File: src/rtl/rv32i_control_fsm_if.sv
// rv32i_control_fsm_if: opcode/memory handshake inputs and datapath control outputs of the sequencer.
interface rv32i_control_fsm_if;
  logic [6:0] opcode;
  logic       mem_ready;
  logic       branch_taken;
  logic       pc_we;
  logic       ir_we;
  logic       mem_req;
  logic       mem_we;
  logic       mem_addr_sel;
  logic       rf_we;
  logic [1:0] wb_sel;
  logic       pc_sel;
  logic       alu_a_sel;
  logic       alu_b_sel;
  logic [2:0] state;
  logic       bus_error;
  logic       illegal_instr;
  modport master (
    input  opcode, mem_ready, branch_taken,
    output pc_we, ir_we, mem_req, mem_we, mem_addr_sel, rf_we, wb_sel,
           pc_sel, alu_a_sel, alu_b_sel, state, bus_error, illegal_instr
  );
  modport slave (
    output opcode, mem_ready, branch_taken,
    input  pc_we, ir_we, mem_req, mem_we, mem_addr_sel, rf_we, wb_sel,
           pc_sel, alu_a_sel, alu_b_sel, state, bus_error, illegal_instr
  );
endinterface

File: src/rtl/rv32i_control_fsm.sv
// rv32i_control_fsm: multi-cycle RV32I sequencer with shared memory port and timeout watchdog.
// Define ILLEGAL_TRAP_EN to trap on unknown opcodes; otherwise they execute as NOP.
module rv32i_control_fsm #(
  parameter int MEM_TIMEOUT = 16
) (
  input logic              clk,
  input logic              rst,
  rv32i_control_fsm_if.master bus
);
  localparam int CW = $clog2(MEM_TIMEOUT + 1);
  localparam logic [6:0] OP_R = 7'b0110011, OP_I = 7'b0010011, OP_LD = 7'b0000011,
    OP_ST = 7'b0100011, OP_LUI = 7'b0110111, OP_AUI = 7'b0010111, OP_BR = 7'b1100011,
    OP_JAL = 7'b1101111, OP_JALR = 7'b1100111;
  typedef enum logic [2:0] {
    S_RESET, S_FETCH, S_DECODE, S_EXECUTE, S_MEM, S_WB, S_HALT, S_TRAP
  } state_e;
  state_e        state_q, state_d;
  logic [CW-1:0] cnt_q, cnt_d;
  logic          bus_err_q, bus_err_d;
  logic          illegal_d;
  logic          is_ld, is_st, timeout;
  assign is_ld     = bus.opcode == OP_LD;
  assign is_st     = bus.opcode == OP_ST;
  assign timeout   = cnt_q == CW'(MEM_TIMEOUT - 1);
  assign bus.state = state_q;
  assign bus.bus_error = bus_err_q;
`ifdef ILLEGAL_TRAP_EN
  logic illegal_q;
  assign bus.illegal_instr = illegal_q;
`else
  assign bus.illegal_instr = 1'b0;
`endif
  always_comb begin
    state_d          = state_q;
    cnt_d            = '0;
    bus_err_d        = bus_err_q;
    illegal_d        = bus.illegal_instr;
    bus.pc_we        = 1'b0;
    bus.ir_we        = 1'b0;
    bus.mem_req      = 1'b0;
    bus.mem_we       = 1'b0;
    bus.mem_addr_sel = 1'b0;
    bus.rf_we        = 1'b0;
    bus.wb_sel       = 2'b00;
    bus.pc_sel       = 1'b0;
    bus.alu_a_sel    = 1'b0;
    bus.alu_b_sel    = 1'b0;
    case (state_q)
      S_RESET:  state_d = S_FETCH;
      S_FETCH: begin
        bus.mem_req = 1'b1;
        bus.ir_we   = bus.mem_ready;
        if (bus.mem_ready) state_d = S_DECODE;
      end
      S_DECODE: state_d = S_EXECUTE;
      S_EXECUTE:
        case (bus.opcode)
          OP_R:   state_d = S_WB;
          OP_I, OP_AUI: begin
            bus.alu_a_sel = bus.opcode == OP_AUI;
            bus.alu_b_sel = 1'b1;
            state_d       = S_WB;
          end
          OP_LD, OP_ST: begin
            bus.alu_b_sel = 1'b1;
            state_d       = S_MEM;
          end
          OP_LUI: state_d = S_WB;
          OP_BR, OP_JAL, OP_JALR: begin
            bus.pc_we     = 1'b1;
            bus.pc_sel    = bus.opcode == OP_BR ? bus.branch_taken : 1'b1;
            bus.rf_we     = bus.opcode != OP_BR;
            bus.wb_sel    = bus.opcode == OP_BR ? 2'b00 : 2'b10;
            bus.alu_a_sel = bus.opcode != OP_JALR;
            bus.alu_b_sel = 1'b1;
            state_d       = S_FETCH;
          end
          default: begin
`ifdef ILLEGAL_TRAP_EN
            illegal_d = 1'b1;
            state_d   = S_TRAP;
`else
            bus.pc_we = 1'b1;
            state_d   = S_FETCH;
`endif
          end
        endcase
      S_MEM: begin
        bus.mem_req      = 1'b1;
        bus.mem_addr_sel = 1'b1;
        bus.alu_b_sel    = 1'b1;
        bus.mem_we       = is_st;
        bus.pc_we        = bus.mem_ready && is_st;
        if (bus.mem_ready) state_d = is_st ? S_FETCH : S_WB;
      end
      S_WB: begin
        bus.rf_we  = 1'b1;
        bus.pc_we  = 1'b1;
        bus.wb_sel = is_ld ? 2'b01 : bus.opcode == OP_LUI ? 2'b11 : 2'b00;
        state_d    = S_FETCH;
      end
      default: state_d = state_q;
    endcase
    // mem_ready is checked first, so a completion on the last allowed cycle still wins
    if ((state_q == S_FETCH || state_q == S_MEM) && !bus.mem_ready) begin
      if (timeout) begin
        state_d   = S_HALT;
        bus_err_d = 1'b1;
      end else cnt_d = cnt_q + 1'b1;
    end
  end
  always_ff @(posedge clk or posedge rst)
    if (rst) begin
      state_q   <= S_RESET;
      cnt_q     <= '0;
      bus_err_q <= 1'b0;
    end else begin
      state_q   <= state_d;
      cnt_q     <= cnt_d;
      bus_err_q <= bus_err_d;
    end
`ifdef ILLEGAL_TRAP_EN
  always_ff @(posedge clk or posedge rst)
    if (rst) illegal_q <= 1'b0;
    else illegal_q <= illegal_d;
`endif
endmodule

File: src/flat_wrapper.sv
// flat-port wrapper written by rule: the top's interface ports become plain ports
module rv32i_control_fsm_flat 
#(
  parameter int MEM_TIMEOUT = 16
)
  (clk, rst, bus_opcode, bus_mem_ready, bus_branch_taken, bus_pc_we, bus_ir_we, bus_mem_req, bus_mem_we, bus_mem_addr_sel, bus_rf_we, bus_wb_sel, bus_pc_sel, bus_alu_a_sel, bus_alu_b_sel, bus_state, bus_bus_error, bus_illegal_instr);
  rv32i_control_fsm_if bus_i ();
  input logic clk;
  input logic rst;
  input wire logic [$bits(bus_i.opcode)-1:0] bus_opcode;
  input wire logic [$bits(bus_i.mem_ready)-1:0] bus_mem_ready;
  input wire logic [$bits(bus_i.branch_taken)-1:0] bus_branch_taken;
  output wire logic [$bits(bus_i.pc_we)-1:0] bus_pc_we;
  output wire logic [$bits(bus_i.ir_we)-1:0] bus_ir_we;
  output wire logic [$bits(bus_i.mem_req)-1:0] bus_mem_req;
  output wire logic [$bits(bus_i.mem_we)-1:0] bus_mem_we;
  output wire logic [$bits(bus_i.mem_addr_sel)-1:0] bus_mem_addr_sel;
  output wire logic [$bits(bus_i.rf_we)-1:0] bus_rf_we;
  output wire logic [$bits(bus_i.wb_sel)-1:0] bus_wb_sel;
  output wire logic [$bits(bus_i.pc_sel)-1:0] bus_pc_sel;
  output wire logic [$bits(bus_i.alu_a_sel)-1:0] bus_alu_a_sel;
  output wire logic [$bits(bus_i.alu_b_sel)-1:0] bus_alu_b_sel;
  output wire logic [$bits(bus_i.state)-1:0] bus_state;
  output wire logic [$bits(bus_i.bus_error)-1:0] bus_bus_error;
  output wire logic [$bits(bus_i.illegal_instr)-1:0] bus_illegal_instr;
  assign bus_i.opcode = bus_opcode;
  assign bus_i.mem_ready = bus_mem_ready;
  assign bus_i.branch_taken = bus_branch_taken;
  assign bus_pc_we = bus_i.pc_we;
  assign bus_ir_we = bus_i.ir_we;
  assign bus_mem_req = bus_i.mem_req;
  assign bus_mem_we = bus_i.mem_we;
  assign bus_mem_addr_sel = bus_i.mem_addr_sel;
  assign bus_rf_we = bus_i.rf_we;
  assign bus_wb_sel = bus_i.wb_sel;
  assign bus_pc_sel = bus_i.pc_sel;
  assign bus_alu_a_sel = bus_i.alu_a_sel;
  assign bus_alu_b_sel = bus_i.alu_b_sel;
  assign bus_state = bus_i.state;
  assign bus_bus_error = bus_i.bus_error;
  assign bus_illegal_instr = bus_i.illegal_instr;
  rv32i_control_fsm #(.MEM_TIMEOUT(MEM_TIMEOUT)) u_core (.clk(clk), .rst(rst), .bus(bus_i));
endmodule
File: config.mk
export PLATFORM = sky130hd
export DESIGN_NAME = rv32i_control_fsm_flat
export DESIGN_NICKNAME = d
export VERILOG_FILES = /design/src/rtl/rv32i_control_fsm_if.sv /design/src/rtl/rv32i_control_fsm.sv /design/src/flat_wrapper.sv
export SDC_FILE = /design/constraint.sdc
export NUM_CORES = 1
export LEC_CHECK = 0
export ABC_AREA = 1
export BUFFER_PORTS_ARGS = -buffer_cell sky130_fd_sc_hd__buf_2
export CORE_MARGIN = 8
export CORE_UTILIZATION = 50
export CTS_BUF_LIST = sky130_fd_sc_hd__clkbuf_4
export DETAILED_ROUTE_END_ITERATION = 8
export PLACE_DENSITY = 0.87
export SETUP_SLACK_MARGIN = 0.05
export SKIP_LAST_GASP = 1
export SLEW_MARGIN = 20
export SYNTH_ARGS = -nofsm -noshare
export SYNTH_HDL_FRONTEND = slang
export SYNTH_SLANG_ARGS = --single-unit
File: constraint.sdc
create_clock -name clk -period 2.7 [get_ports clk]
set_clock_uncertainty 0.1 [all_clocks]
set_input_delay 0.27 -clock clk [delete_from_list [all_inputs] [get_ports clk]]
set_output_delay 0.27 -clock clk [all_outputs]
set_load 0.005 [all_outputs]
==> flow_summary.json <==
{
  "synth_compound_area_frac": 0.05749,
  "r2r-start": "u_core.bus.state[2]",
  "irDropWorstVdd_v": 0.0003204,
  "crit_arrival_ps": 1430,
  "dr_total_vias": 757,
  "grt.total_usage": 0.1397,
  "finalSetupViolCount": 0,
  "hold_start": "bus_mem_ready",
  "grt_max_degree": 10,
  "crit_path_start_kind": "register",
  "synth_top_area_cell": "dfrtp_1",
  "die_y_um": 53.90,
  "path_depth": 6,
  "status": "complete, no violations",
  "root_buffer": "clkbuf_4",
  "syn_area_um2": 718.2,
  "drc": 0,
  "cts_tree": "yes",
  "reg2reg_to": "u_core.bus.state[0]",
  "fin_ws_ps": 898.8,
  "slew_violations": 0,
  "wl_um": 1767,
  "clock_latency_ps": 260,
  "yosysTopAreaCellShare": 0.3136,
  "initial_core_util": 0.5451,
  "drive_above_1_share": 0.3692,
  "synth-warning-count": 0,
  "gp_congestion": 0.9159,
  "htree_levels": 1,
  "fin_nets": 143,
  "end_kind": "output port",
  "grt_overflow": 0,
  "rows": 13,
  "period_share": 0.6671,
  "p_leak_uw": 0.0004977,
  "drt_first_iter_violations": 13,
  "die_width_um": 53.90,
  "dp_hpwl_um": 1479,
  "syn2layout_area_growth_pct": 24.56,
  "stdcell_area_um2": 894.6,
  "synth.distinct_cells": 24,
  "rsz0062_at_grt": "no",
  "finalSetupTns_ps": 0,
  "ant_nets": 0,
  "hold_depth": 4,
  "hold_path_end": "u_core.bus.state[2]",
  "cp_top_family": "flip-flops",
  "die-area_um2": 2905,
  "ios": 27,
  "syn_nets": 113,
  "grt_pass1_wl_um": 3022,
  "core_um2": 1318,
  "cts_num_sinks": 9,
  "synth_fa_ha_area_frac": 0.01742,
  "path_clk_slew_ps": 60,
  "grt_pass1_vias": 754,
  "crit_required_ps": 2330,
  "antenna_cells": 0,
  "dpl-instance-area_um2": 854.6,
  "numPortBuffers": 25,
  "worst-path-buf-inv": 3,
  "max_cap_violations": 0,
  "slowest_delay_ps": 450,
  "finalPower_uw": 539.1,
  "muxShareOfSynthArea": 0,
  "r2r_cells": 6,
  "r2r_slack_ps": 1340,
  "hp-class": "input port to register",
  "dpl_worst_slack_ps": 1137,
  "wire_per_inst_um": 12.19,
  "worstPathMaxFanout": 6,
  "worst-setup-path-type": "register to output port",
  "min_period_ps": 1801,
  "vias_per_cell": 5.221,
  "seq_area_frac_synth": 0.3136,
  "max_freq_mhz": 555.2,
  "synthXorXnorAreaFrac": 0.02439,
  "cts_made_buffers": 3,
  "cts_max_path_buffers": 2,
  "powerDensity_nw_per_um2": 602.6,
  "synth_top_family_by_area": "simple AND/OR/NAND/NOR gates",
  "path_cells": "inv_2 -> nand2_2 -> nor2_4 -> inv_1 -> a21oi_1 -> buf_2",
  "hold_viol_final": 0,
  "ys_top_cells_by_area": "dfrtp_1, nand2_1, nor2_1, inv_1, nand3_1",
  "ys_ff_latch": 9,
  "syn_area_per_cell_um2": 7.111,
  "antenna_found_initial": 0,
  "first_pass_iters": 5,
  "crit_slowest_cell": "dfrtp_1",
  "cts_setup_buffers": 0,
  "syn_inst": 101,
  "yosys.area_share.simple": 0.4878
}
-- worst max path at each step --
stage | from | slack [ps] | endpoint
CTS | u_core.bus.state[2] | 920 | bus_alu_a_sel
global route | u_core.bus.state[2] | 770 | bus_alu_a_sel
global placement | bus_opcode[2] | 1190 | bus_alu_a_sel
finish | u_core.bus.state[2] | 900 | bus_alu_a_sel
detailed placement | bus_opcode[2] | 1140 | bus_pc_sel
floorplan | u_core.bus.state[2] | 1370 | bus_alu_a_sel
-- layout make-up --
class | count | area (µm²)
multi-input combinational | 75 | 425.4
fill | 111 | 422.9
sequential | 9 | 225.2
timing repair buffer | 26 | 135.1
inverter | 16 | 60.06
clock buffer | 4 | 30.03
tap | 15 | 18.77
-- placed cells by master (no fill, tap or decap) --
cell,Yosys,routed
xor2_1,1,1
xnor2_1,1,1
nand3_1,9,9
o21ai_0,2,2
nand2_4,1,1
dlygate4sd3_1,0,1
inv_2,3,3
nor2_2,3,3
nand2_1,19,19
ha_1,1,1
conb_1,1,1
nand2_2,4,4
o21ai_1,2,2
nor2_4,2,2
nand4_1,3,3
dfrtp_1,9,9
nor3_2,3,3
clkbuf_4,0,4
a21oi_1,3,3
buf_2,0,25
nor2_1,14,14
a31oi_1,1,1
nand3_4,2,2
nor3_1,2,2
nand3_2,1,1
inv_1,13,13
-- registers in the layout (all words and copies together) (netlist names) --
| name | cells |
|---|---|
| u_core.bus.state | 3 |
| u_core.bus.bus_error | 1 |
| u_core.cnt_q | 5 |
-- where the power goes --
part           switching [µW]  leakage, µW  internal, µW
clock                    44.7    0.0000184          66.8
sequential               31.7     0.000114           158
combinational             149     0.000365          88.7
total                     225     0.000498           314
-- cells in the mapped netlist --
cell type / instances
nand2_1: 19
nor2_1: 14
inv_1: 13
dfrtp_1: 9
nand3_1: 9
nand2_2: 4
a21oi_1: 3
inv_2: 3
nand4_1: 3
nor2_2: 3
nor3_2: 3
nand3_4: 2
nor2_4: 2
nor3_1: 2
o21ai_0: 2
o21ai_1: 2
a31oi_1: 1
buf_4: 1
conb_1: 1
ha_1: 1
nand2_4: 1
nand3_2: 1
xnor2_1: 1
xor2_1: 1
-- worst min-delay path, stage by stage --
cell and delay, ps:
buf_2 120, nand3_1 70, nand2_1 50, nand4_1 70
-- layer usage --
layer	up-vias	global-route usage	routed length, µm
met1	341	0.1537	712
met4	0	0.05882	19
met5	-	0	0
li1	381	-	-
met2	30	0.2336	887
met3	5	0.05510	147
-- cell families (layout without fill, tap and decap cells) --
logic type	Yosys count	in the layout
adders and majority gates	1	1
xor gates and xnor gates	2	2
other	1	1
DFF	9	9
AOI/OAI and AO/OA	8	8
and+or+nand+nor	63	63
buffers and inverters	17	46
-- per-stage QoR --
stage | util | cells | hold slack (ps)
2_1_floorplan | - | 101 | -2.082
3_3_place_gp | 0.6486 | 140 | 134.0
3_5_place_dp | 0.6486 | 140 | 144.5
4_1_cts | 0.6790 | 145 | 260.3
5_1_grt | 0.6790 | 145 | 282.2
6_report | 0.6790 | 145 | 260.9
-- what timing repair did --
action	in CTS	in global routing
hold endpoints to repair	9	0
gates resized for setup	0	0
hold buffers	1	0
(Power assumes the default switching activity.)
